**src/rtl/ms7210_init_ctrl_if.sv**
```systemverilog
// Request/completion bus between the MS7210 init sequencer and the shared I2C byte master.
interface ms7210_init_ctrl_if;
    logic        i2c_req;
    logic        i2c_rd;
    logic [15:0] i2c_addr;
    logic [7:0]  i2c_wdata;
    logic        i2c_done;
    logic        i2c_nack;
    logic [7:0]  i2c_rdata;

    modport master (output i2c_req, i2c_rd, i2c_addr, i2c_wdata,
                    input  i2c_done, i2c_nack, i2c_rdata);
    modport slave  (input  i2c_req, i2c_rd, i2c_addr, i2c_wdata,
                    output i2c_done, i2c_nack, i2c_rdata);
endinterface

```
**src/rtl/ms7210_init_ctrl.sv**
```systemverilog
// MS7210 power-up sequencer: holds the chip in reset, then writes the register table via the I2C master.
// Optional MS7210_VERIFY_EN: read back every accepted write and retry on mismatch.
module ms7210_init_ctrl #(
    parameter int unsigned RST_CYCLES      = 1000,
    parameter int unsigned POST_RST_CYCLES = 5000,
    parameter int unsigned CFG_NUM         = 32,
    parameter int unsigned MAX_RETRY       = 3,
    parameter int unsigned IDX_W           = 6
) (
    input  logic               clk,
    input  logic               rstn,
    input  logic               start,
    output logic               m_rstn,
    output logic [IDX_W-1:0]   cfg_idx,
    input  logic [23:0]        cfg_word,
    ms7210_init_ctrl_if.master bus,
    output logic               busy,
    output logic               inited,
    output logic               error,
    output logic [IDX_W-1:0]   err_idx
);

    localparam int unsigned CNT_MAX = (RST_CYCLES > POST_RST_CYCLES) ? RST_CYCLES : POST_RST_CYCLES;
    localparam int unsigned CNT_W   = (CNT_MAX > 1) ? $clog2(CNT_MAX) : 1;
    localparam int unsigned RTY_W   = (MAX_RETRY > 0) ? $clog2(MAX_RETRY + 1) : 1;

    localparam logic [CNT_W-1:0] RST_LAST  = CNT_W'(RST_CYCLES - 1);
    localparam logic [CNT_W-1:0] POST_LAST = CNT_W'(POST_RST_CYCLES - 1);
    localparam logic [RTY_W-1:0] RTY_MAX   = RTY_W'(MAX_RETRY);
    localparam logic [IDX_W-1:0] IDX_LAST  = IDX_W'(CFG_NUM - 1);

    typedef enum logic [3:0] {
        RST_HOLD,
        RST_WAIT,
        FETCH,
        WR,
        WR_WAIT,
`ifdef MS7210_VERIFY_EN
        RD,
        RD_WAIT,
`endif
        NEXT,
        DONE,
        FAIL
    } state_t;

    state_t           state, state_nxt;
    logic [CNT_W-1:0] cnt, cnt_nxt;
    logic [RTY_W-1:0] rty, rty_nxt;
    logic             req, req_nxt;
    logic             rd, rd_nxt;
    logic [15:0]      addr, addr_nxt;
    logic [7:0]       wdata, wdata_nxt;
    logic             m_rstn_nxt, busy_nxt, inited_nxt, error_nxt;
    logic [IDX_W-1:0] idx_nxt, err_idx_nxt;
    logic             retry_ok;

    assign bus.i2c_req   = req;
    assign bus.i2c_rd    = rd;
    assign bus.i2c_addr  = addr;
    assign bus.i2c_wdata = wdata;
    assign retry_ok      = (rty < RTY_MAX);

`ifndef MS7210_VERIFY_EN
    logic unused_rdata;
    assign unused_rdata = ^bus.i2c_rdata;
`endif

    always_ff @(posedge clk) begin
        if (!rstn) begin
            state   <= RST_HOLD;
            cnt     <= '0;
            rty     <= '0;
            req     <= 1'b0;
            rd      <= 1'b0;
            addr    <= '0;
            wdata   <= '0;
            m_rstn  <= 1'b0;
            cfg_idx <= '0;
            busy    <= 1'b0;
            inited  <= 1'b0;
            error   <= 1'b0;
            err_idx <= '0;
        end else begin
            state   <= state_nxt;
            cnt     <= cnt_nxt;
            rty     <= rty_nxt;
            req     <= req_nxt;
            rd      <= rd_nxt;
            addr    <= addr_nxt;
            wdata   <= wdata_nxt;
            m_rstn  <= m_rstn_nxt;
            cfg_idx <= idx_nxt;
            busy    <= busy_nxt;
            inited  <= inited_nxt;
            error   <= error_nxt;
            err_idx <= err_idx_nxt;
        end
    end

    // Request outputs are raised on the edge leaving WR/RD, so the bus always sees a low cycle after done.
    always_comb begin
        state_nxt   = state;
        cnt_nxt     = cnt;
        rty_nxt     = rty;
        req_nxt     = req;
        rd_nxt      = rd;
        addr_nxt    = addr;
        wdata_nxt   = wdata;
        m_rstn_nxt  = m_rstn;
        idx_nxt     = cfg_idx;
        busy_nxt    = busy;
        inited_nxt  = inited;
        error_nxt   = error;
        err_idx_nxt = err_idx;

        if (start) begin
            state_nxt  = RST_HOLD;
            cnt_nxt    = '0;
            rty_nxt    = '0;
            req_nxt    = 1'b0;
            rd_nxt     = 1'b0;
            m_rstn_nxt = 1'b0;
            idx_nxt    = '0;
            busy_nxt   = 1'b1;
            inited_nxt = 1'b0;
            error_nxt  = 1'b0;
        end else begin
            unique case (state)
                RST_HOLD: begin
                    m_rstn_nxt = 1'b0;
                    busy_nxt   = 1'b1;
                    if (cnt >= RST_LAST) begin
                        cnt_nxt    = '0;
                        m_rstn_nxt = 1'b1;
                        state_nxt  = RST_WAIT;
                    end else begin
                        cnt_nxt = cnt + CNT_W'(1);
                    end
                end
                RST_WAIT: begin
                    if (cnt >= POST_LAST) begin
                        cnt_nxt   = '0;
                        state_nxt = FETCH;
                    end else begin
                        cnt_nxt = cnt + CNT_W'(1);
                    end
                end
                FETCH: begin
                    addr_nxt  = cfg_word[23:8];
                    wdata_nxt = cfg_word[7:0];
                    state_nxt = WR;
                end
                WR: begin
                    req_nxt   = 1'b1;
                    rd_nxt    = 1'b0;
                    state_nxt = WR_WAIT;
                end
                WR_WAIT: begin
                    if (bus.i2c_done) begin
                        req_nxt = 1'b0;
                        if (!bus.i2c_nack) begin
`ifdef MS7210_VERIFY_EN
                            state_nxt = RD;
`else
                            state_nxt = NEXT;
`endif
                        end else if (retry_ok) begin
                            rty_nxt   = rty + RTY_W'(1);
                            state_nxt = WR;
                        end else begin
                            error_nxt   = 1'b1;
                            err_idx_nxt = cfg_idx;
                            busy_nxt    = 1'b0;
                            inited_nxt  = 1'b0;
                            state_nxt   = FAIL;
                        end
                    end
                end
`ifdef MS7210_VERIFY_EN
                RD: begin
                    req_nxt   = 1'b1;
                    rd_nxt    = 1'b1;
                    state_nxt = RD_WAIT;
                end
                RD_WAIT: begin
                    if (bus.i2c_done) begin
                        req_nxt = 1'b0;
                        rd_nxt  = 1'b0;
                        if (!bus.i2c_nack && (bus.i2c_rdata == wdata)) begin
                            state_nxt = NEXT;
                        end else if (retry_ok) begin
                            rty_nxt   = rty + RTY_W'(1);
                            state_nxt = WR;
                        end else begin
                            error_nxt   = 1'b1;
                            err_idx_nxt = cfg_idx;
                            busy_nxt    = 1'b0;
                            inited_nxt  = 1'b0;
                            state_nxt   = FAIL;
                        end
                    end
                end
`endif
                NEXT: begin
                    rty_nxt = '0;
                    if (cfg_idx == IDX_LAST) begin
                        inited_nxt = 1'b1;
                        busy_nxt   = 1'b0;
                        state_nxt  = DONE;
                    end else begin
                        idx_nxt   = cfg_idx + IDX_W'(1);
                        state_nxt = FETCH;
                    end
                end
                DONE: state_nxt = DONE;
                FAIL: state_nxt = FAIL;
                default: state_nxt = RST_HOLD;
            endcase
        end
    end

endmodule

```
**src/flat_wrapper.sv**
```systemverilog
// flat-port wrapper written by rule: the top's interface ports become plain ports
module ms7210_init_ctrl_flat 
#(
    parameter int unsigned RST_CYCLES      = 1000,
    parameter int unsigned POST_RST_CYCLES = 5000,
    parameter int unsigned CFG_NUM         = 32,
    parameter int unsigned MAX_RETRY       = 3,
    parameter int unsigned IDX_W           = 6
)
  (clk, rstn, start, m_rstn, cfg_idx, cfg_word, busy, inited, error, err_idx, bus_i2c_req, bus_i2c_rd, bus_i2c_addr, bus_i2c_wdata, bus_i2c_done, bus_i2c_nack, bus_i2c_rdata);
  ms7210_init_ctrl_if bus_i ();
  input  logic clk;
  input  logic rstn;
  input  logic start;
  output logic m_rstn;
  output logic [IDX_W-1:0] cfg_idx;
  input  logic [23:0] cfg_word;
  output logic busy;
  output logic inited;
  output logic error;
  output logic [IDX_W-1:0] err_idx;
  output wire logic [$bits(bus_i.i2c_req)-1:0] bus_i2c_req;
  output wire logic [$bits(bus_i.i2c_rd)-1:0] bus_i2c_rd;
  output wire logic [$bits(bus_i.i2c_addr)-1:0] bus_i2c_addr;
  output wire logic [$bits(bus_i.i2c_wdata)-1:0] bus_i2c_wdata;
  input wire logic [$bits(bus_i.i2c_done)-1:0] bus_i2c_done;
  input wire logic [$bits(bus_i.i2c_nack)-1:0] bus_i2c_nack;
  input wire logic [$bits(bus_i.i2c_rdata)-1:0] bus_i2c_rdata;
  assign bus_i2c_req = bus_i.i2c_req;
  assign bus_i2c_rd = bus_i.i2c_rd;
  assign bus_i2c_addr = bus_i.i2c_addr;
  assign bus_i2c_wdata = bus_i.i2c_wdata;
  assign bus_i.i2c_done = bus_i2c_done;
  assign bus_i.i2c_nack = bus_i2c_nack;
  assign bus_i.i2c_rdata = bus_i2c_rdata;
  ms7210_init_ctrl #(.RST_CYCLES(RST_CYCLES), .POST_RST_CYCLES(POST_RST_CYCLES), .CFG_NUM(CFG_NUM), .MAX_RETRY(MAX_RETRY), .IDX_W(IDX_W)) u_core (.clk(clk), .rstn(rstn), .start(start), .m_rstn(m_rstn), .cfg_idx(cfg_idx), .cfg_word(cfg_word), .bus(bus_i), .busy(busy), .inited(inited), .error(error), .err_idx(err_idx));
endmodule
```
**config.mk**
```make
export PLATFORM = sky130hd
export DESIGN_NAME = ms7210_init_ctrl_flat
export DESIGN_NICKNAME = d
export VERILOG_FILES = /design/src/rtl/ms7210_init_ctrl_if.sv /design/src/rtl/ms7210_init_ctrl.sv /design/src/flat_wrapper.sv
export SDC_FILE = /design/constraint.sdc
export NUM_CORES = 1
export LEC_CHECK = 0
export BUFFER_PORTS_ARGS = -buffer_cell sky130_fd_sc_hd__buf_4
export CAP_MARGIN = 20
export CORE_AREA = 2 2 80 82
export DETAILED_ROUTE_END_ITERATION = 10
export DIE_AREA = 0 0 82 84
export PLACE_DENSITY = 0.7
export SLEW_MARGIN = 10
export SYNTH_ARGS = -nofsm -noshare
export SYNTH_HDL_FRONTEND = slang
export SYNTH_SLANG_ARGS = --single-unit
```
**constraint.sdc**
```tcl
create_clock -name clk -period 1.8 [get_ports clk]
set_input_delay 0.18 -clock clk [delete_from_list [all_inputs] [get_ports clk]]
set_output_delay 0.18 -clock clk [all_outputs]
set_load 0.03 [all_outputs]
```
== Yosys cells after proc, flatten, opt, wreduce, memory -nomap -nowiden ==
Index checks and enable logic that the tools add are counted.

* Register bits after elaboration: 60
* Input bits: 37
* Output and inout port bits: 42
* Logic and storage cells: 81

* Add/sub/neg operators: 3
* Order comparisons: 3
* Equal/unequal tests: 19
* Multiplexer cells: 25
* Bitwise gates (word level): 4
* Reductions and logical operators: 15

{| class="wikitable"
|+ Operator list
! kind !! count
|-
| 4-bit one-hot mux with 8 select lines || 1
|-
| 13-bit two-way mux || 2
|-
| 13-bit one-hot mux with 2 select lines || 1
|-
| 4-bit by 3-bit equality test with 1-bit output, second input constant || 4
|-
| 4-bit two-way mux || 4
|-
| 5-bit AND reduction || 3
|-
| 13-bit by 1-bit adder with 13-bit output, second input constant || 1
|-
| 13-bit by 10-bit greater-or-equal comparator with 1-bit output, second input constant || 1
|-
| 13-bit greater-or-equal comparator, second input constant || 1
|-
| 3-bit != test, second input constant || 3
|-
| 4-bit by 2-bit equality test with 1-bit output, second input constant || 2
|-
| 1-bit two-way mux || 8
|-
| 2-bit by 1-bit != test with 1-bit output, second input constant || 4
|-
| 4-bit AND reduction || 2
|-
| 6-bit by 1-bit adder with 6-bit output, second input constant || 1
|-
| 6-bit by 5-bit equality test with 1-bit output, second input constant || 1
|-
| 2-bit two-way mux || 3
|-
| 3-bit two-way mux || 2
|-
| 2-bit != test, second input constant || 3
|-
| 2-bit AND reduction || 3
|-
| 2-bit nonzero test || 3
|-
| 4-bit by 1-bit equality test with 1-bit output, second input constant || 1
|-
| 4-bit zero test || 1
|-
| 1-bit inverter || 4
|-
| other kinds (9) || 10
|}

== Logic depth before layout (Yosys ltp) ==
Gate-level depths: netlist of the first run.

* Word-level depth: 6
* Gate-level depth with buffers: 6
* Depth with buffers taken out: 6

== Worst setup path after synthesis of the first run ==
OpenSTA, ideal clock, no wires.

* Path kind: reg-to-reg
* Start: register u_core.cfg_idx[0]
* End: register u_core.busy
* Library setup time: 0.115 ns
* Arrival: 1.601 ns
* Required time: 1.685 ns
* Slack: 0.085 ns
* Cell stages (with the launch flop): 7
* Buffers on the path: 0
* Clock period less this slack: 1.715 ns
* Cells stage by stage: dfxtp_1 -> ha_1 -> nand2_1 -> or3_1 -> mux2i_1 -> a21oi_1 -> o21a_1

* Longest elaborated chain between the ends: 3

{| class="wikitable"
|+ RTL lines
! item !! line !! source
|-
| start: declaration || ms7210_init_ctrl.sv:14 || <nowiki>output logic [IDX_W-1:0] cfg_idx,</nowiki>
|-
| start signal: assignment || ms7210_init_ctrl.sv:93 || <nowiki>cfg_idx <= idx_nxt;</nowiki>
|-
| 6-bit by 5-bit equality test with 1-bit output || ms7210_init_ctrl.sv:207 || <nowiki>if (cfg_idx == IDX_LAST) begin</nowiki>
|-
| 3-bit by 2-bit != test with 1-bit output (no source line) || - ||
|-
| 5-bit AND reduction (no source line) || - ||
|-
| end signal: assignment || ms7210_init_ctrl.sv:94 || <nowiki>busy <= busy_nxt;</nowiki>
|-
| end: declaration || ms7210_init_ctrl.sv:17 || <nowiki>output logic busy,</nowiki>
|}

No other way between the ends.
A chain may end at the register's enable or synchronous reset.

== Worst setup path after layout of the first run ==
* Start: register u_core.cnt[0]
* End: register u_core.state[2]

* Longest elaborated chain between the ends: 3
* Elaborated cells between the ends (all ways): 5
* Classes of those cells: order compare (2); eq/ne (2); reduce/logical (1)

{| class="wikitable"
|+ RTL lines
! item !! line !! source
|-
| start: declaration || ms7210_init_ctrl.sv:48 || <nowiki>logic [CNT_W-1:0] cnt, cnt_nxt;</nowiki>
|-
| start signal: assignment || ms7210_init_ctrl.sv:86 || <nowiki>cnt <= cnt_nxt;</nowiki>
|-
| 13-bit greater-or-equal comparator or 13-bit by 10-bit greater-or-equal comparator with 1-bit output (tied branches) || ms7210_init_ctrl.sv:142, ms7210_init_ctrl.sv:133 ||
|-
| 2-bit by 1-bit != test with 1-bit output (no source line) || - ||
|-
| 3-bit AND reduction (no source line) * || - ||
|-
| end signal: assignment || ms7210_init_ctrl.sv:85 || <nowiki>state <= state_nxt;</nowiki>
|-
| end: declaration || ms7210_init_ctrl.sv:47 || <nowiki>state_t state, state_nxt;</nowiki>
|}

Every way passes the cells marked *; elsewhere a longest branch is shown, timed or not.

==> results.toml, run 1 <==
[outcome]
status = "finished clean"

[grt]
grt_first_pass_wirelength_um = 9900
first_global_vias = 2203
global_route.overflow_total = 0
grt_max_degree = 31
grt_antenna_before_repair = 0
globalRouteTotalUtil_pct = 18.9

[cts]
clock_path_buffers = 2
cts_post_setup_buffers_inserted = 0
tritoncts.num_buffers = 9
clock_tree.root_cell = "sky130_fd_sc_hd__clkbuf_8"
worst_skew_pair.late_latency_ns = 0.34
cts-htree-levels = 3
clock_pin_slew_reported_for_the_worst_setup_and_hold_paths_after_clock_tree_synthesis_ns = 0.06
clock_sink_count = 59
tritoncts = "built"

[floorplan]
boundaryPins = 79
die-height_um = 84
floorplan.initialDensity_pct = 43.7
rows = 29
fp.dieArea_um2 = 6890
dieWidth_um = 82
coreArea_um2 = 6100

[route]
detailroute.via_count = 2347
postRouteWirelength_um = 6190
drtAntennaViolNets = 0
wire_per_inst_um = 13.1
detailedRoute.firstIterationViolations = 140
vias_per_cell = 4.95
detailed_routing_iterations_pass_1 = 4
drc = 0

[timing]
max_slew_headroom_pct = 65.8
timing.final.max_slew_violations = 0
timing.clock.skew_ns = 0.00733
rsz0062_at_grt = "yes"
final.setup.worst_slack_ns = 0.0919
timing_worst_slew_pin_value_ns = 0.512
period_needed_ns = 1.71
setup-violations-final = 0
final_min_period_over_clock_period_pct = 94.9
fmaxAchievable_mhz = 585
timing.final.hold_violations = 0

[logic_synthesis]
synthesis.instances = 306
synth_area_per_cell_um2 = 8.70
synth_enable_flop_cells = 0
synth.lib_cells_used.distinct = 51
summed_instance_area_of_the_synthesized_netlist_um2 = 2660
ys_seq_area_share_pct = 44.4
syn_nets = 346
synthArstFlopShare_pct = 0
synth-warning-count = 0
yosys_most_used_dff = "sky130_fd_sc_hd__dfxtp_1"
ys_ff_latch = 59

[final_layout]
antennaDiodeCount = 0
final_net_count = 433
postLayoutCoreUtil_pct = 58.7
syn_to_final_growth_pct = 34.5
drive_gt1_share_pct = 30.0

[setup_path]
critPathMaxFanout = 3
critical_path_required_ns = 2.02
setup.worst_path.start_class = "flip-flop"
setup.reg_to_reg.worst_slack_ns = 0.09
timing.setup.critical_path_class = "reg2reg"
worstSetupEndpointType = "flip-flop"
crit_arrival_ns = 1.93

[job]
cap_violations = 0

[place]
finalWeightedCongestion = 0.806
hpwlAfterDp_um = 4470
input_output_buffers = 69
dpl_worst_slack_ns = 0.0163

[power_and_ir_drop]
cellPowerDensity_nw_per_um2 = 702
ir_drop_mv = 0.466
p_leak_nw = 1.41

[worst_hold_path]
hold_path_class = "in2reg"
==> cells in the mapped netlist (2+ instances only) <==
master / n / area, um^2
sky130_fd_sc_hd__nand4_1: 3 / 18.8
sky130_fd_sc_hd__nor2_1: 27 / 101
sky130_fd_sc_hd__mux2i_1: 8 / 80.1
sky130_fd_sc_hd__nor2_2: 2 / 12.5
sky130_fd_sc_hd__dfxtp_1: 59 / 1180
sky130_fd_sc_hd__a211oi_1: 4 / 30.0
sky130_fd_sc_hd__a21oi_1: 15 / 75.1
sky130_fd_sc_hd__clkbuf_1: 11 / 41.3
sky130_fd_sc_hd__inv_1: 3 / 11.3
sky130_fd_sc_hd__xnor2_1: 6 / 52.6
sky130_fd_sc_hd__o21a_1: 2 / 15.0
sky130_fd_sc_hd__ha_1: 3 / 37.5
sky130_fd_sc_hd__o21ai_0: 8 / 40.0
sky130_fd_sc_hd__buf_2: 3 / 15.0
sky130_fd_sc_hd__nand2b_1: 2 / 12.5
sky130_fd_sc_hd__and2_1: 2 / 12.5
sky130_fd_sc_hd__a21boi_0: 10 / 75.1
sky130_fd_sc_hd__o22ai_1: 2 / 12.5
sky130_fd_sc_hd__nor3_1: 6 / 30.0
sky130_fd_sc_hd__nor4_1: 2 / 12.5
sky130_fd_sc_hd__or3_1: 3 / 18.8
sky130_fd_sc_hd__nor2b_1: 8 / 50.1
sky130_fd_sc_hd__a21boi_1: 14 / 105
sky130_fd_sc_hd__nand2_1: 65 / 244
sky130_fd_sc_hd__nand3_1: 6 / 30.0
sky130_fd_sc_hd__xor2_1: 7 / 61.3
==> routing by layer <==
metal	vias to the layer above	global-route usage [%]	wire length, um
met3	11	4.33	284
met1	1071	22.7	2840
met5	-	0	0
met4	0	11.1	149
met2	47	30.3	2920
li1	1218	-	-
==> final timing paths <==
check,cells past startpoint,from,endpoint
max,6,u_core.cnt[0],u_core.state[2]
min,2,rstn,u_core.busy
max reg2reg,6,u_core.cnt[0],u_core.state[2]
min reg2reg,2,u_core.bus.i2c_addr[12],u_core.bus.i2c_addr[12]
==> power by group <==
group	switching, mW	internal, mW
Combinational	0.0471	0.0654
Sequential	0.00143	1.31
Clock	0.492	0.600
==> critical path, stage by stage, from the launching register on <==
cell,delay [ns]
sky130_fd_sc_hd__dfxtp_1,0.32
sky130_fd_sc_hd__ha_1,0.21
sky130_fd_sc_hd__a211oi_1,0.28
sky130_fd_sc_hd__a211oi_2,0.14
sky130_fd_sc_hd__or3b_1,0.44
sky130_fd_sc_hd__nand3b_1,0.14
sky130_fd_sc_hd__nor3_1,0.07
==> layout by cell type (no fill, tap or decap), types with 2 or more instances in the layout <==
cell / count
sky130_fd_sc_hd__clkbuf_8: 12
sky130_fd_sc_hd__dfxtp_1: 59
sky130_fd_sc_hd__xnor2_1: 6
sky130_fd_sc_hd__xor2_1: 7
sky130_fd_sc_hd__buf_4: 91
sky130_fd_sc_hd__nand2b_1: 2
sky130_fd_sc_hd__nand3_1: 6
sky130_fd_sc_hd__nor3_2: 2
sky130_fd_sc_hd__or3_1: 3
sky130_fd_sc_hd__nand4_1: 3
sky130_fd_sc_hd__a211oi_1: 4
sky130_fd_sc_hd__nor2_2: 2
sky130_fd_sc_hd__ha_1: 3
sky130_fd_sc_hd__o22ai_1: 2
sky130_fd_sc_hd__nand2_1: 65
sky130_fd_sc_hd__nor2b_1: 8
sky130_fd_sc_hd__and2_1: 2
sky130_fd_sc_hd__nor3_1: 5
sky130_fd_sc_hd__o21ai_0: 8
sky130_fd_sc_hd__mux2i_1: 8
sky130_fd_sc_hd__inv_1: 3
sky130_fd_sc_hd__clkinv_2: 2
sky130_fd_sc_hd__a21oi_1: 15
sky130_fd_sc_hd__nor2_1: 27
sky130_fd_sc_hd__a21boi_0: 10
sky130_fd_sc_hd__a21boi_1: 14
sky130_fd_sc_hd__o21a_1: 2
sky130_fd_sc_hd__nor4_1: 2
==> registers in the layout (all words and copies together) (netlist names) <==
name / count
u_core.bus.i2c_addr: 16
u_core.cnt: 13
u_core.bus.i2c_wdata: 8
u_core.cfg_idx: 6
u_core.err_idx: 6
u_core.state: 3
u_core.rty: 2
u_core.bus.i2c_req: 1
u_core.busy: 1
u_core.error: 1
u_core.inited: 1
u_core.m_rstn: 1
==> per-stage QoR <==
stage | hold WS, ns | cell area [um^2] | std cells | power (mW) | TNS, ns
after floorplan | 0.304 | 2660 | 306 | 1.38 | 0
after global placement | 0.411 | 3390 | 459 | 1.45 | 0
after detailed placement | 0.415 | 3390 | 459 | 1.45 | 0
after CTS | 0.0618 | 3570 | 474 | 2.54 | 0
after global routing | 0.0786 | 3580 | 474 | 2.60 | -0.0616
final | 0.0743 | 3580 | 474 | 2.51 | 0
==> cells by family after synthesis <==
| family | share of synthesized area, % |
|---|---|
| buffers and inverters | 3.24 |
| muxes | 3.01 |
| AOI/OAI and AO/OA | 17.6 |
| other | 0.141 |
| adders and majority gates | 1.41 |
| and+or+nand+nor | 26.0 |
| xor gates and xnor gates | 4.28 |
| DFF | 44.4 |
==> repair_timing <==
action / in CTS / in global routing
endpoints found under the setup margin: 0 / 13
hold buffers: 0 / 0
resized for setup: 0 / 2
==> final cells by class <==
class	instances	area (um^2)
Timing Repair Buffer	92	703
Clock buffer	13	169
Sequential cell	59	1180
Clock inverter	2	10.0
Multi-Input combinational cell	228	1410
Inverter	3	11.3
Tap cell	77	96.3
Fill cell	558	2510
(Power assumes the default switching activity.)
==> run 2: changes to the inputs <==
--- a/config.mk
+++ b/config.mk
@@ -10,7 +10,7 @@
 export CORE_AREA = 2 2 80 82
 export DETAILED_ROUTE_END_ITERATION = 10
 export DIE_AREA = 0 0 82 84
-export PLACE_DENSITY = 0.7
+export PLACE_DENSITY = 0.85
 export SLEW_MARGIN = 10
 export SYNTH_ARGS = -nofsm -noshare
 export SYNTH_HDL_FRONTEND = slang
==> run 2 against run 1 <==
- cell area up 4.3%
- sequential share of layout area down 1.2 points
- non-clock buffer count up 5
- die area unchanged
- count of clock-buffer cells in the layout down 4
==> results.toml, run 2 (synthesized netlist as in run 1, its figures left out) <==
[outcome]
status = "finished clean"

[timing]
finalSetupTns_ns = 0
final.setup.worst_slack_ns = 0.103
timing.final.hold_violations = 0
timing.clock.skew_ns = 0.0104
hold-worst-slack_ns = 0.0609
rsz0062_at_grt = "no"
period_needed_ns = 1.70
fmaxAchievable_mhz = 589
timing_worst_slew_pin_value_ns = 0.501
final_min_period_over_clock_period_pct = 94.3
max_slew_headroom_pct = 66.6
timing.final.max_slew_violations = 0
setup-violations-final = 0

[route]
detailed_routing_iterations_pass_1 = 4
drc = 0
wire_per_inst_um = 13.3
postRouteWirelength_um = 6400
detailedRoute.firstIterationViolations = 130
drtAntennaViolNets = 0
vias_per_cell = 5.09
detailroute.via_count = 2445

[grt]
globalRouteTotalUtil_pct = 19.3
first_global_vias = 2374
grt_antenna_before_repair = 0
grt_first_pass_wirelength_um = 10300
grt_max_degree = 25
global_route.overflow_total = 0

[cts]
worst_skew_pair.late_latency_ns = 0.35
cts-htree-levels = 3
clock_pin_slew_reported_for_the_worst_setup_and_hold_paths_after_clock_tree_synthesis_ns = 0.08
tritoncts.num_buffers = 9
cts.hold.buffers_added = 0
clock_path_buffers = 2
tritoncts = "built"
clock_tree.root_cell = "sky130_fd_sc_hd__clkbuf_8"
clock_sink_count = 59

[place]
finalWeightedCongestion = 0.844
dpl_worst_slack_ns = 0.117
hpwlAfterDp_um = 4450
input_output_buffers = 69

[final_layout]
postLayoutCoreUtil_pct = 61.3
syn_to_final_growth_pct = 40.3
n_fill_cell = 514
drive_gt1_share_pct = 33.0
antennaDiodeCount = 0
final_net_count = 438
max_reg_flops = 16
most_frequent_cells_in_the_layout = "92 x sky130_fd_sc_hd__buf_4, 65 x sky130_fd_sc_hd__nand2_1, 56 x sky130_fd_sc_hd__dfxtp_1"
layout.cells.most_common = "sky130_fd_sc_hd__buf_4"

[setup_path]
crit_arrival_ns = 1.94
worstSetupEndpointType = "flip-flop"
critical_path_required_ns = 2.04
critPathMaxFanout = 4
setup.worst_path.start_class = "flip-flop"
timing.setup.critical_path_class = "reg2reg"

[power_and_ir_drop]
ir_drop_mv = 0.541
power_mw = 2.79
cellPowerDensity_nw_per_um2 = 747
p_leak_nw = 1.46

[floorplan]
die-height_um = 84
dieWidth_um = 82
boundaryPins = 79
coreArea_um2 = 6100
fp.dieArea_um2 = 6890
floorplan.initialDensity_pct = 43.7
rows = 29

[job]
cap_violations = 0

[worst_hold_path]
hold_path_class = "in2reg"
-- run 2: critical path, stage by stage, from the launching register on --
cell and delay (ns):
sky130_fd_sc_hd__dfxtp_1 0.45, sky130_fd_sc_hd__nand3_4 0.11, sky130_fd_sc_hd__a211oi_4 0.31, sky130_fd_sc_hd__nor3_2 0.10
sky130_fd_sc_hd__o31ai_4 0.38, sky130_fd_sc_hd__clkbuf_16 0.20, sky130_fd_sc_hd__nor2_1 0.04
-- run 2: final timing paths --
check / from / end / slack, ns / cells past startpoint
setup / recovery: u_core.cnt[2] / u_core.cnt[10] / 0.10 / 6
setup reg to reg: u_core.cnt[2] / u_core.cnt[10] / 0.10 / 6
hold / removal: cfg_word[16] / u_core.bus.i2c_addr[8] / 0.06 / 3
hold reg to reg: u_core.bus.i2c_addr[11] / u_core.bus.i2c_addr[11] / 0.45 / 2
-- run 2: what timing repair did --
item,4_1_cts,5_1_grt
gates resized for setup,0,14
setup endpoints to repair,0,14
setup buffers,0,1
-- run 2: metal layers --
metal	vias to the layer above	wire (um)	GRT usage, %
met5	-	0	0
met4	0	153	11.4
met3	15	302	5.09
met2	58	3290	32.9
met1	1137	2660	21.0
li1	1235	-	-
-- run 2: final cells by class --
| class | count | area, um^2 | share of cell area, % |
|---|---|---|---|
| clock buffer | 9 | 124 | 3.32 |
| clock inverter | 7 | 98.8 | 2.65 |
| inverter | 3 | 11.3 | 0.301 |
| multi-input combinational | 228 | 1440 | 38.5 |
| sequential | 59 | 1190 | 31.8 |
| tap | 77 | 96.3 | 2.58 |
| timing repair buffer | 97 | 778 | 20.8 |
-- run 2: power breakdown --
part	internal (mW)	switching, mW	total, mW	leakage, nW
clock network	0.787	0.573	1.36	0.110
registers	1.31	0.00228	1.31	0.477
logic	0.0720	0.0506	0.123	0.877
-- run 2: stage by stage --
| step | instance area [um^2] | instances |
|---|---|---|
| floorplan | 2660 | 306 |
| global placement | 3420 | 463 |
| detailed placement | 3420 | 463 |
| CTS | 3640 | 479 |
| global route | 3740 | 480 |
| finish | 3740 | 480 |
